[src/rtl/instr_loader_if.sv]
// Byte-stream input and one-word instruction-memory write port of the program loader.
// The master modport is the loader side; the slave modport is the stream source and memory side.
interface instr_loader_if #(
    parameter int N = 32
);
    logic [7:0]   byte_in;
    logic         byte_valid;
    logic         byte_ready;
    logic         mem_we;
    logic [N-1:0] mem_addr;
    logic [N-1:0] mem_wdata;

    modport master (
        input  byte_in, byte_valid,
        output byte_ready, mem_we, mem_addr, mem_wdata
    );

    modport slave (
        output byte_in, byte_valid,
        input  byte_ready, mem_we, mem_addr, mem_wdata
    );
endinterface

[src/rtl/instr_loader.sv]
// Assembles big-endian words from a byte stream and writes them to consecutive instruction-memory words.
// 4 byte cycles plus 1 write cycle per word; byte_ready is decoded from state only, and bubbles just stretch RECV.
module instr_loader #(
    parameter int N     = 32,
    parameter int Depth = 32
) (
    input  logic           clk,
    input  logic           reset,
    input  logic           start,
    input  logic [N-1:0]   len,
    instr_loader_if.master bus,
    output logic           cpu_hold,
    output logic           busy,
    output logic           done,
    output logic           err
);
    localparam int IW = (Depth > 1) ? $clog2(Depth) : 1;

    typedef enum logic [1:0] {IDLE, RECV, WRITE, DONE} state_t;

    state_t        state, state_nxt;
    logic [IW-1:0] idx, last_idx;
    logic [1:0]    bcnt;
    logic [23:0]   shreg;
    logic [N-1:0]  addr_q, wdata_q;
    logic          err_q;
    logic          take_start, accept;
    logic          len_zero, len_over, last_word;

    assign len_zero  = (len == '0);
    assign len_over  = (len > N'(Depth));
    assign last_word = (idx == last_idx);

    always_ff @(posedge clk) begin
        if (reset) state <= IDLE;
        else       state <= state_nxt;
    end

    always_comb begin
        state_nxt      = state;
        take_start     = 1'b0;
        accept         = 1'b0;
        bus.byte_ready = 1'b0;
        bus.mem_we     = 1'b0;
        busy           = 1'b0;
        done           = 1'b0;
        cpu_hold       = 1'b1;
        case (state)
            IDLE, DONE: begin
                if (state == DONE) begin
                    done     = 1'b1;
                    cpu_hold = 1'b0;
                end
                if (start) begin
                    take_start = 1'b1;
                    state_nxt  = (len_zero || len_over) ? DONE : RECV;
                end
            end
            RECV: begin
                bus.byte_ready = 1'b1;
                busy           = 1'b1;
                if (bus.byte_valid) begin
                    accept = 1'b1;
                    if (bcnt == 2'd3) state_nxt = WRITE;
                end
            end
            WRITE: begin
                bus.mem_we = 1'b1;
                busy       = 1'b1;
                state_nxt  = last_word ? DONE : RECV;
            end
            default: state_nxt = IDLE;
        endcase
    end

    // The write port is loaded on the 4th byte so it is stable in WRITE and holds afterwards.
    always_ff @(posedge clk) begin
        if (reset) begin
            idx      <= '0;
            last_idx <= '0;
            bcnt     <= '0;
            shreg    <= '0;
            addr_q   <= '0;
            wdata_q  <= '0;
            err_q    <= 1'b0;
        end else begin
            if (take_start) begin
                idx      <= '0;
                bcnt     <= '0;
                err_q    <= len_over;
                last_idx <= IW'(len - N'(1));
            end
            if (accept) begin
                shreg <= {shreg[15:0], bus.byte_in};
                bcnt  <= bcnt + 2'd1;
                if (bcnt == 2'd3) begin
                    addr_q  <= N'(idx);
                    wdata_q <= {shreg, bus.byte_in};
                end
            end
            if (state == WRITE && !last_word) idx <= idx + IW'(1);
        end
    end

    assign bus.mem_addr  = addr_q;
    assign bus.mem_wdata = wdata_q;
    assign err           = err_q;
endmodule

[src/flat_wrapper.sv]
// flat-port wrapper written by rule: the top's interface ports become plain ports
module instr_loader_flat 
#(
    parameter int N     = 32,
    parameter int Depth = 32
)
  (clk, reset, start, len, cpu_hold, busy, done, err, bus_byte_in, bus_byte_valid, bus_byte_ready, bus_mem_we, bus_mem_addr, bus_mem_wdata);
  instr_loader_if #(.N(N)) bus_i ();
  input  logic clk;
  input  logic reset;
  input  logic start;
  input  logic [N-1:0] len;
  output logic cpu_hold;
  output logic busy;
  output logic done;
  output logic err;
  input wire logic [$bits(bus_i.byte_in)-1:0] bus_byte_in;
  input wire logic [$bits(bus_i.byte_valid)-1:0] bus_byte_valid;
  output wire logic [$bits(bus_i.byte_ready)-1:0] bus_byte_ready;
  output wire logic [$bits(bus_i.mem_we)-1:0] bus_mem_we;
  output wire logic [$bits(bus_i.mem_addr)-1:0] bus_mem_addr;
  output wire logic [$bits(bus_i.mem_wdata)-1:0] bus_mem_wdata;
  assign bus_i.byte_in = bus_byte_in;
  assign bus_i.byte_valid = bus_byte_valid;
  assign bus_byte_ready = bus_i.byte_ready;
  assign bus_mem_we = bus_i.mem_we;
  assign bus_mem_addr = bus_i.mem_addr;
  assign bus_mem_wdata = bus_i.mem_wdata;
  instr_loader #(.N(N), .Depth(Depth)) u_core (.clk(clk), .reset(reset), .start(start), .len(len), .bus(bus_i), .cpu_hold(cpu_hold), .busy(busy), .done(done), .err(err));
endmodule
[config.mk]
export PLATFORM = sky130hd
export DESIGN_NAME = instr_loader_flat
export DESIGN_NICKNAME = d
export VERILOG_FILES = /design/src/rtl/instr_loader_if.sv /design/src/rtl/instr_loader.sv /design/src/flat_wrapper.sv
export SDC_FILE = /design/constraint.sdc
export NUM_CORES = 1
export LEC_CHECK = 0
export CAP_MARGIN = 20
export CORE_MARGIN = 8
export CORE_UTILIZATION = 45
export CTS_CLUSTER_SIZE = 12
export DETAILED_ROUTE_END_ITERATION = 7
export GPL_TIMING_DRIVEN = 1
export HOLD_SLACK_MARGIN = 0.06
export PLACE_DENSITY = 0.77
export SETUP_SLACK_MARGIN = 0.15
export SLEW_MARGIN = 20
export SYNTH_ARGS = -nofsm -noshare
export SYNTH_HDL_FRONTEND = slang
export SYNTH_SLANG_ARGS = --single-unit
[constraint.sdc]
create_clock -name clk -period 2.2 [get_ports clk]
set_input_delay 0.44 -clock clk [delete_from_list [all_inputs] [get_ports clk]]
set_output_delay 0.44 -clock clk [all_outputs]
set_load 0.02 [all_outputs]
# ---- After elaboration in Yosys (flattened, before gate mapping)
# Index checks and enable logic that the tools add are counted.
dict set report classes {
  n_addsub 3
  magnitude_cmp 1
  eq_ne 8
  n_mux 21
  reduce_logical 11
}
# cell count
set ops {}
lappend ops {{$gt A32 B6 Y1 const B} 1}
lappend ops {{$logic_not A32 Y1} 1}
lappend ops {{$mux W2} 7}
lappend ops {{$mux W1} 11}
lappend ops {{$mux W5} 2}
lappend ops {{$eq A2 B2 Y1 const B} 3}
lappend ops {{$pmux W2 S3} 1}
lappend ops {{$add A5 B1 Y5 const B} 1}
lappend ops {{$eq A5 B5 Y1} 1}
lappend ops {{$sub A5 B1 Y5 const B} 1}
lappend ops {{$ne A2 B2 Y1 const B} 2}
lappend ops {{$reduce_bool A2 Y1} 2}
lappend ops {{$reduce_or A2 Y1} 2}
lappend ops {{$reduce_and A3 Y1} 1}
lappend ops {{$add A2 B1 Y2 const B} 1}
lappend ops {{$eq A2 B1 Y1 const B} 1}
lappend ops {{$logic_not A2 Y1} 1}
lappend ops {{$ne A2 B1 Y1 const B} 1}
lappend ops {{$reduce_and A2 Y1} 1}
lappend ops {{$logic_and A1 B1 Y1} 1}
lappend ops {{$logic_not A1 Y1} 1}
lappend ops {{$logic_or A1 B1 Y1} 1}
dict set report word_totals {
  reg_bits 76
  in_bits 44
  out_inout_bits 70
  elab_cells 52
}

# ---- Depth between registers and ports, before layout
# Gate-level depths: netlist of run 1.
dict set report logic_depth {
  word_depth 5
  depth_mapped 8
}

# ---- Worst setup path after synthesis of run 1
# OpenSTA, ideal clock, no wires.
dict set report synth_path {
  path_type {input to register}
  start {in len[0]}
  end {reg u_core.state[1]}
  setup_ps 103
  arrival_time_ps 1913
  required_time_ps 2097
  path_slack_ps 184
  cell_stages 6
  n_path_buf 0
  path_cell_list {inv_1 > ha_1 > or4b_1 > or4_1 > o311a_1 > a2111oi_2}
}
dict set report synth_between {
  elab_chain_cells 5
  word_cells_on_any_way 6
  classes_between {order compare (1); mux (3); reduce/logical (2)}
}
# element line_no
set synth_lines {}
lappend synth_lines {{start, declared} flat_wrapper.sv:12} ;# input logic [N-1:0] len;
lappend synth_lines {{$gt A32 B6 Y1 / $logic_not A32 Y1 (equally long branches)} {instr_loader.sv:31, instr_loader.sv:30}}
lappend synth_lines {{$logic_or A1 B1 Y1 (*)} instr_loader.sv:56} ;# state_nxt = (len_zero || len_over) ? DONE : RECV;
lappend synth_lines {{$mux W2 (*)} instr_loader.sv:56}
lappend synth_lines {{$mux W2 (*)} instr_loader.sv:54} ;# if (start) begin
lappend synth_lines {{$pmux W2 S3 (*)} instr_loader.sv:48} ;# case (state)
lappend synth_lines {{end signal, assigned} instr_loader.sv:36} ;# else state <= state_nxt;
lappend synth_lines {{end, declared} instr_loader.sv:21} ;# state_t state, state_nxt;
# Every way passes the cells marked *; elsewhere a longest branch is shown, timed or not. The select of a mux whose other input is x is not followed.
# A chain may end at the register's enable or synchronous reset.

# ---- Final worst setup path of run 1
dict set report layout_path {
  start {in len[1]}
  end {reg u_core.state[1]}
}
# Same word-level chain as after synthesis.

==> results list, run 1 <==
* Floorplan row count: 31
- Top Usage Layer GRT: met2
* First-pass GRT wire length: 13.1 mm
- The run finished with clean final reports.
- Summing over every cut layer, the via total after detailed routing is 2,957.
- Ordered cell list for the critical path: clkdlybuf4s15_1 -> inv_2 -> ha_2 -> or4b_4 -> or4_4 -> o311a_1 -> a2111oi_4
- Number of diodes added for antenna fixing: 0
- Compared with the post-synthesis result, the final layout area differs by 36.6%.
- The worst register-to-register path ends at u_core.idx[0].
- Leakage power figure: 1.62 nW
- Clock buffers created by TritonCTS: 9
* Clock transition at path regs: 70 ps
- Start-to-end type of the worst setup path: in -> reg
- The startpoint identified for the worst hold timing path is u_core.shreg[16].
- The die covers 10,300 sq um.
- The detail route stage leaves a number of antenna-violating nets equal to 0.
- Global routing finished with a remaining overflow of 0.
* Fillcell total: 672
- Global routing used 18.5% of the available met1 tracks.
- Data on the critical path is required at its endpoint by 2450 ps.
- Detailed-routing iteration count for the pre-antenna-repair pass: 5
* Arrival time worst endpoint: 2280 ps
* Met3 Use GR: 4.26%
- A synthesized cell averages 7.96 sq um.
- After the flow finishes, the layout carries non-filler instances totaling 611.
- Setup violations remaining at the end of the flow were counted as 0.
- The setup check on the worst reg-to-reg path leaves a slack of 380 ps.
- The finished cells cover 4470 sq um.
* Initial antenna violation count: 0
* Final Routed Wirelength: 8.14 mm
- After synthesis, the share of flip-flops with an asynchronous set or reset is 0%.
- Static timing analysis puts the maximum clock frequency at 493 MHz.
- Largest fanout on the critical path: 2
- The die is 101 microns wide.
- Dominant synthesized flop cell: sky130_fd_sc_hd__dfxtp_1
* VDD IR-drop max: 0.465 mV
* Last weighted congestion value of the routability-driven placer: 0.775
- Number of register bits inferred by synthesis: 76
- Class of the worst hold path: reg -> reg
* Origin of the worst setup path: len[1]
* Drt via density: 4.84
- The region available for standard cell placement spans 7140 sq um.
- Sequential cells were found to cover 46.5% of the synthesized design area.
* Drt drc: 0
- Maximum number of pins on one net before global-route repair: 40
- TritonCTS clock tree: yes
- RSZ-0062 raised after global routing: yes
- Post-layout util: 62.6%
- Grouping stages by cell kind, the critical path spends the most delay in simple AND/OR/NAND/NOR gates.
- Startpoint types: input pin
- Gate count after technology mapping: 411
* Post-CTS Hold Buffers: 0
* Vertical extent of the die: 101 microns
* Routed len/inst: 13.3 microns
- The critical path crosses 7 cells after its start point.
- Half-perimeter wire length after placement: 5.86 mm
* PwrDens: 784 nW/um^2
- Total placed cells including tap cells: 587
* Biggest cell delay along the critical path: 520 ps
- The number of cells on the worst reg-to-reg path is 6.
- Number of pins exceeding their max-slew limit in the final report: 0
* Number of global-route vias before repair: 2,831
* Number of unique standard cell types used by synthesis: 39
* R2R Path Start: u_core.state[0]
* Kind of end point of the critical path: flip-flop
- Iter 0 DRT Violations: 162
- Number of flops mapped to enable cells by yosys: 0
- Clock insertion delay at the later pin of the skew report: 350 ps
* Number of port buffers: 86
- Once the floorplan was initialized, standard cells occupied 45.8% of the core.
- Area of the multi-input gates: 1570 sq um
* Clk buf depth: 2
* Number of levels the H-tree was split into: 3
- The tree is rooted in a sky130_fd_sc_hd__clkbuf_8.
- The tree built by TritonCTS fans out to 76 sinks.
- Adding up every negative setup slack in the final design gives 0 ps.
- Final setup skew: 6.57 ps
* Total standard cell area after synthesis: 3270 sq um
* MaxCap Viol Count: 0
* Hold Vio Cnt, Final: 0
- Global routing used 15.8% of the available tracks across all layers.
- Final #Nets: 561
- Buffering stage count on the worst path with inverters included: 2
* Shortest clock period the worst path allows after layout: 2030 ps
* Cell with the biggest individual delay on the critical path: sky130_fd_sc_hd__or4_4
- The Yosys step of the flow raised 0 warnings.
- For this run, global-route usage on met2 was measured as 26.8%.
- Across the whole layout, storage elements account for 1520 sq um.
* Final Cycle Share: 92.3%
- The post-route netlist has 10.4% of its cells at a drive strength greater than 1.
- In this run the worst setup path terminates at u_core.state[1].
- Summing all placed instances gives a cell area of 4180 sq um.
* Top Ports: 114
==> state kept, by name, indices dropped and copies added (netlist names) <==
| register | flops |
|---|---|
| u_core.bcnt | 2 |
| u_core.bus.mem_addr | 5 |
| u_core.bus.mem_wdata | 32 |
| u_core.err | 1 |
| u_core.idx | 5 |
| u_core.last_idx | 5 |
| u_core.shreg | 24 |
| u_core.state | 2 |
==> power breakdown <==
group          total, mW  internal [mW]  switching, mW
clock               1.03          0.519          0.515
sequential          1.54           1.46         0.0801
combinational      0.927          0.387          0.540
==> cells in the mapped netlist (all sizes together) (2+ instances only) <==
cell type / count / area [sq um]
nor4: 6 / 37.5
a211oi: 8 / 60.1
nand2: 127 / 477
and2: 2 / 12.5
nor3: 3 / 15.0
inv: 6 / 22.5
buf: 29 / 218
o22ai: 3 / 18.8
nor2: 17 / 63.8
clkbuf: 21 / 78.8
nand2b: 5 / 31.3
xnor2: 5 / 43.8
xor2: 3 / 26.3
a21oi: 63 / 315
ha: 9 / 113
and3: 2 / 13.8
nor4b: 2 / 17.5
and4b: 2 / 20.0
dfxtp: 76 / 1520
o21ai: 3 / 15.0
nand3: 4 / 20.0
==> layout make-up <==
cell class / instances / share of cell area (%)
Inverter: 6 / 0.504
Tap cell: 99 / 2.77
Multi-Input combinational cell: 305 / 35.1
Sequential cell: 76 / 34.1
Clock inverter: 6 / 1.46
Timing Repair Buffer: 110 / 23.3
Clock buffer: 9 / 2.77
==> worst min-delay path by stage <==
| stage | to | slack [ps] | depth (start not counted) |
|---|---|---|---|
| 2_1_floorplan | u_core.bus.mem_wdata[24] | 430 | 2 |
| 3_3_place_gp | u_core.bus.mem_wdata[24] | 440 | 2 |
| 3_5_place_dp | u_core.bus.mem_wdata[15] | 450 | 2 |
| 4_1_cts | u_core.bus.mem_wdata[15] | 460 | 2 |
| 5_1_grt | u_core.bus.mem_wdata[19] | 470 | 2 |
| 6_report | u_core.bus.mem_wdata[24] | 450 | 2 |
==> worst min-delay path: cells and delay by family (launching register included) <==
| kind | cells | cell delay (ps) |
|---|---|---|
| flip-flops | 1 | 310 |
| AO/OA/AOI/OAI | 1 | 50 |
| AND/OR/NAND/NOR | 1 | 50 |
==> routing by layer <==
metal / up-vias / routed length [microns]
li1: 1511 / -
met1: 1356 / 3440
met2: 81 / 4060
met3: 9 / 526
met4: 0 / 113
met5: - / 0
==> cell families after synthesis <==
group                    synth area share, %
adder cells (fa/ha/maj)                 3.44
other                                  0.115
flip-flops                              46.5
AO/OA/AOI/OAI                           14.6
buffers and inverters                   9.75
multiplexers                           0.306
XOR/XNOR                                2.14
AND/OR/NAND/NOR                         23.1
==> metrics by stage <==
| stage | hold slack [ps] | setup slack [ps] | power (mW) |
|---|---|---|---|
| 5_1_grt | 468 | 108 | 3.69 |
| 3_3_place_gp | 440 | -321 | 2.44 |
| 6_report | 454 | 170 | 3.50 |
| 3_5_place_dp | 446 | -372 | 2.47 |
| 2_1_floorplan | 432 | 184 | 2.19 |
| 4_1_cts | 457 | 160 | 3.49 |
==> timing repair <==
item                       4_1_cts  5_1_grt
resized for setup               14        8
setup endpoints to repair        4        6
buffers inserted                 9        0
pin swaps                        4        1
==> cell usage in the layout (no fill, tap or decap), drive strengths merged, types with 2 or more instances in the layout <==
| master | Yosys | final |
|---|---|---|
| clkdlybuf4s50 | 0 | 76 |
| conb | 1 | 27 |
| a211oi | 8 | 8 |
| nand2b | 5 | 5 |
| buf | 29 | 25 |
| dfxtp | 76 | 76 |
| and3 | 2 | 2 |
| nor3 | 3 | 3 |
| clkdlybuf4s15 | 0 | 2 |
| ha | 9 | 9 |
| nor4 | 6 | 6 |
| nand2 | 127 | 127 |
| xor2 | 3 | 3 |
| o22ai | 3 | 3 |
| clkbuf | 21 | 9 |
| nor4b | 2 | 2 |
| nor2 | 17 | 17 |
| and2 | 2 | 2 |
| clkinv | 0 | 3 |
| dlygate4sd2 | 0 | 6 |
| o21ai | 3 | 3 |
| inv | 6 | 7 |
| a21oi | 63 | 63 |
| and4b | 2 | 2 |
| xnor2 | 5 | 5 |
| nand3 | 4 | 4 |
Note: power is estimated with default switching activity, not from simulation.
==> run 2, diff against run 1 <==
--- a/config.mk
+++ b/config.mk
@@ -14,6 +14,7 @@
 export HOLD_SLACK_MARGIN = 0.06
 export PLACE_DENSITY = 0.77
 export SETUP_SLACK_MARGIN = 0.15
+export SKIP_CTS_REPAIR_TIMING = 1
 export SLEW_MARGIN = 20
 export SYNTH_ARGS = -nofsm -noshare
 export SYNTH_HDL_FRONTEND = slang
==> results list, run 2 (synthesis results as in run 1) <==
* Outcome: finished, final reports clean
- Arrival time worst endpoint: 2260 ps (-20 ps)
- The post-detailed-placement half-perimeter wirelength came to 5.86 mm (unchanged).
* Drt via density: 4.82 (-0.39%)
- The worst supply voltage drop on vdd came to 0.501 mV (+7.8%).
* Commonest non-fill, non-tap cell in the layout: sky130_fd_sc_hd__nand2_1
* Clock transition at path regs: 70 ps (about the same)
* Number of pins exceeding their max-slew limit in the final report: 0 (unchanged)
- The via count was 2,902 (-1.9%).
- Start-to-end type of the worst setup path: in -> reg
- The die outline width is 101 microns (unchanged).
- Number of setup violations in the final report: 0 (unchanged)
- Maximum clock rate: 497 MHz (+0.88%)
- Number of global-route vias before repair: 2,768 (-2.2%)
- Final Cycle Share: 91.5% (-0.80 points)
- The maximum fanout along the worst path was 2 (unchanged).
* Number of diodes added for antenna fixing: 0 (unchanged)
* Fraction of layout cells with a size suffix above 1: 8.35% (-2.0 points)
* Cell area after layout: 4420 sq um (-1.2%)
* Sink count of the clock tree: 76 (unchanged)
* PwrDens: 798 nW/um^2 (+1.8%)
- The final cell count without fillers was 602 (-1.5%).
- Class of the worst hold path: in -> reg
- The worst-case clock skew was 7.34 ps (+0.768 ps).
* Most frequent cells in the layout: sky130_fd_sc_hd__nand2_1 (127), sky130_fd_sc_hd__clkdlybuf4s50_1 (79), sky130_fd_sc_hd__dfxtp_1 (75), sky130_fd_sc_hd__a21oi_1 (63), sky130_fd_sc_hd__conb_1 (27)
- First-pass GRT wire length: 12.8 mm (-2.6%)
- The placed standard-cell area is 4180 sq um (unchanged).
- The total iterations of the first detailed-routing run is 4 (-1).
* Remaining antenna violation count: 0 (unchanged)
- TritonCTS clock tree: yes
- Effective utilization at floorplan: 45.8% (unchanged)
* Number of flip-flops in the largest register: 32 (unchanged)
- Kind of end point of the critical path: flip-flop
* Global Route Usage Sum: 15.3% (-0.45 points)
- The average routed wire per standard cell was 13.2 microns (-0.94%).
* MaxCap Viol Count: 0 (unchanged)
- The number of rows created at floorplan was 31 (unchanged).
- The area of the core region came to 7140 sq um (unchanged).
- FF+latch area: 1520 sq um (unchanged)
- The worst setup path is launched from an input pin.
- Final Routed Wirelength: 7.95 mm (-2.4%)
- Compared with the post-synthesis result, the final layout area differs by 35.0%.
* Drt drc: 0 (unchanged)
- Setup repair after global routing left no endpoint under its margin.
- The total number of nets in the final design was 552 (-1.6%).
* Number of levels the H-tree was split into: 3 (unchanged)
* Iter 0 DRT Violations: 166 (+2.5%)
- GRT overflow: 0 (unchanged)
- Final worst hold slack: 441 ps (-13.1 ps)
* Maximum number of pins on one net before global-route repair: 40 (unchanged)
- The area of the multi-input gates is 1560 sq um (-0.40%).
* Clk buf depth: 2 (unchanged)
* Total power after layout: 3.52 mW (+0.55%)
* Clock buffers created by TritonCTS: 9 (unchanged)
- The number of antenna violations at the first check in global routing was 0 (unchanged).
- Top Ports: 114 (unchanged)
- The number of instances in the placed design was 587 (unchanged).
* Last weighted congestion value of the routability-driven placer: 0.775 (unchanged)
* Leakage power figure: 1.63 nW (+0.35%)
* Vertical extent of the die: 101 microns (unchanged)
- Clock insertion delay at the later pin of the skew report: 340 ps (about the same)
- Shortest clock period the worst path allows after layout: 2010 ps (-17.7 ps)
- Number of port buffers: 86 (unchanged)
* Hold Vio Cnt, Final: 0 (unchanged)
- The count of fill cells added during filler insertion is 680 (+1.2%).
- The required time at the endpoint of the critical path came to 2440 ps (about the same).
* Buffer cell driving the clock tree root: sky130_fd_sc_hd__clkbuf_8
- The die outline area is 10,300 sq um (unchanged).
## run 2: cell count changes in the layout (fill, tap and decap cells not counted), sizes merged
cell | previous run | this run
buf | 25 | 16
clkdlybuf4s50 | 76 | 79
dlymetal6s2s | 1 | 6
dlygate4sd2 | 6 | 0
clkdlybuf4s15 | 2 | 0
## run 2: final cells by class
| class | instances | area share (%) |
|---|---|---|
| clock buffer | 9 | 2.81 |
| clock inverter | 6 | 1.47 |
| inverter | 6 | 0.510 |
| multi-input combinational | 305 | 35.4 |
| sequential | 76 | 34.5 |
| tap | 99 | 2.81 |
| timing repair buffer | 101 | 22.6 |
## run 2: final timing paths
kind / startpoint / to / slack (ps) / depth (start not counted)
worst max-delay path: len[2] / u_core.state[1] / 190 / 5
worst min-delay path: len[0] / u_core.last_idx[0] / 440 / 3
worst max register to register: u_core.state[0] / u_core.idx[0] / 390 / 6
worst min register to register: u_core.shreg[16] / u_core.bus.mem_wdata[24] / 450 / 2
## run 2: per-stage QoR
step	setup TNS [ps]	worst slack (ps)	util [%]
2_1_floorplan	0	184	-
3_5_place_dp	-372	-372	58.5
3_3_place_gp	-321	-321	58.5
4_1_cts	-255	-156	61.2
6_report	0	188	61.9
5_1_grt	0	140	61.9
## run 2: layer usage
layer	part of all wire, %	global-route usage, %	vias up
li1	-	-	1488
met1	43	18.1	1329
met2	49	26.0	75
met3	6.0	4.19	10
met4	1.2	5.50	0
met5	0	0	-
## run 2: critical path, cell delays in order
cell,delay [ps]
sky130_fd_sc_hd__clkdlybuf4s50_1,420
sky130_fd_sc_hd__or4b_4,540
sky130_fd_sc_hd__or4_4,430
sky130_fd_sc_hd__o311a_4,150
sky130_fd_sc_hd__a2111oi_4,270
## run 2: where the power goes
part,internal (mW),switching [mW]
Combinational,0.409,0.538
Clock,0.519,0.514
Sequential,1.46,0.0791
Total,2.39,1.13
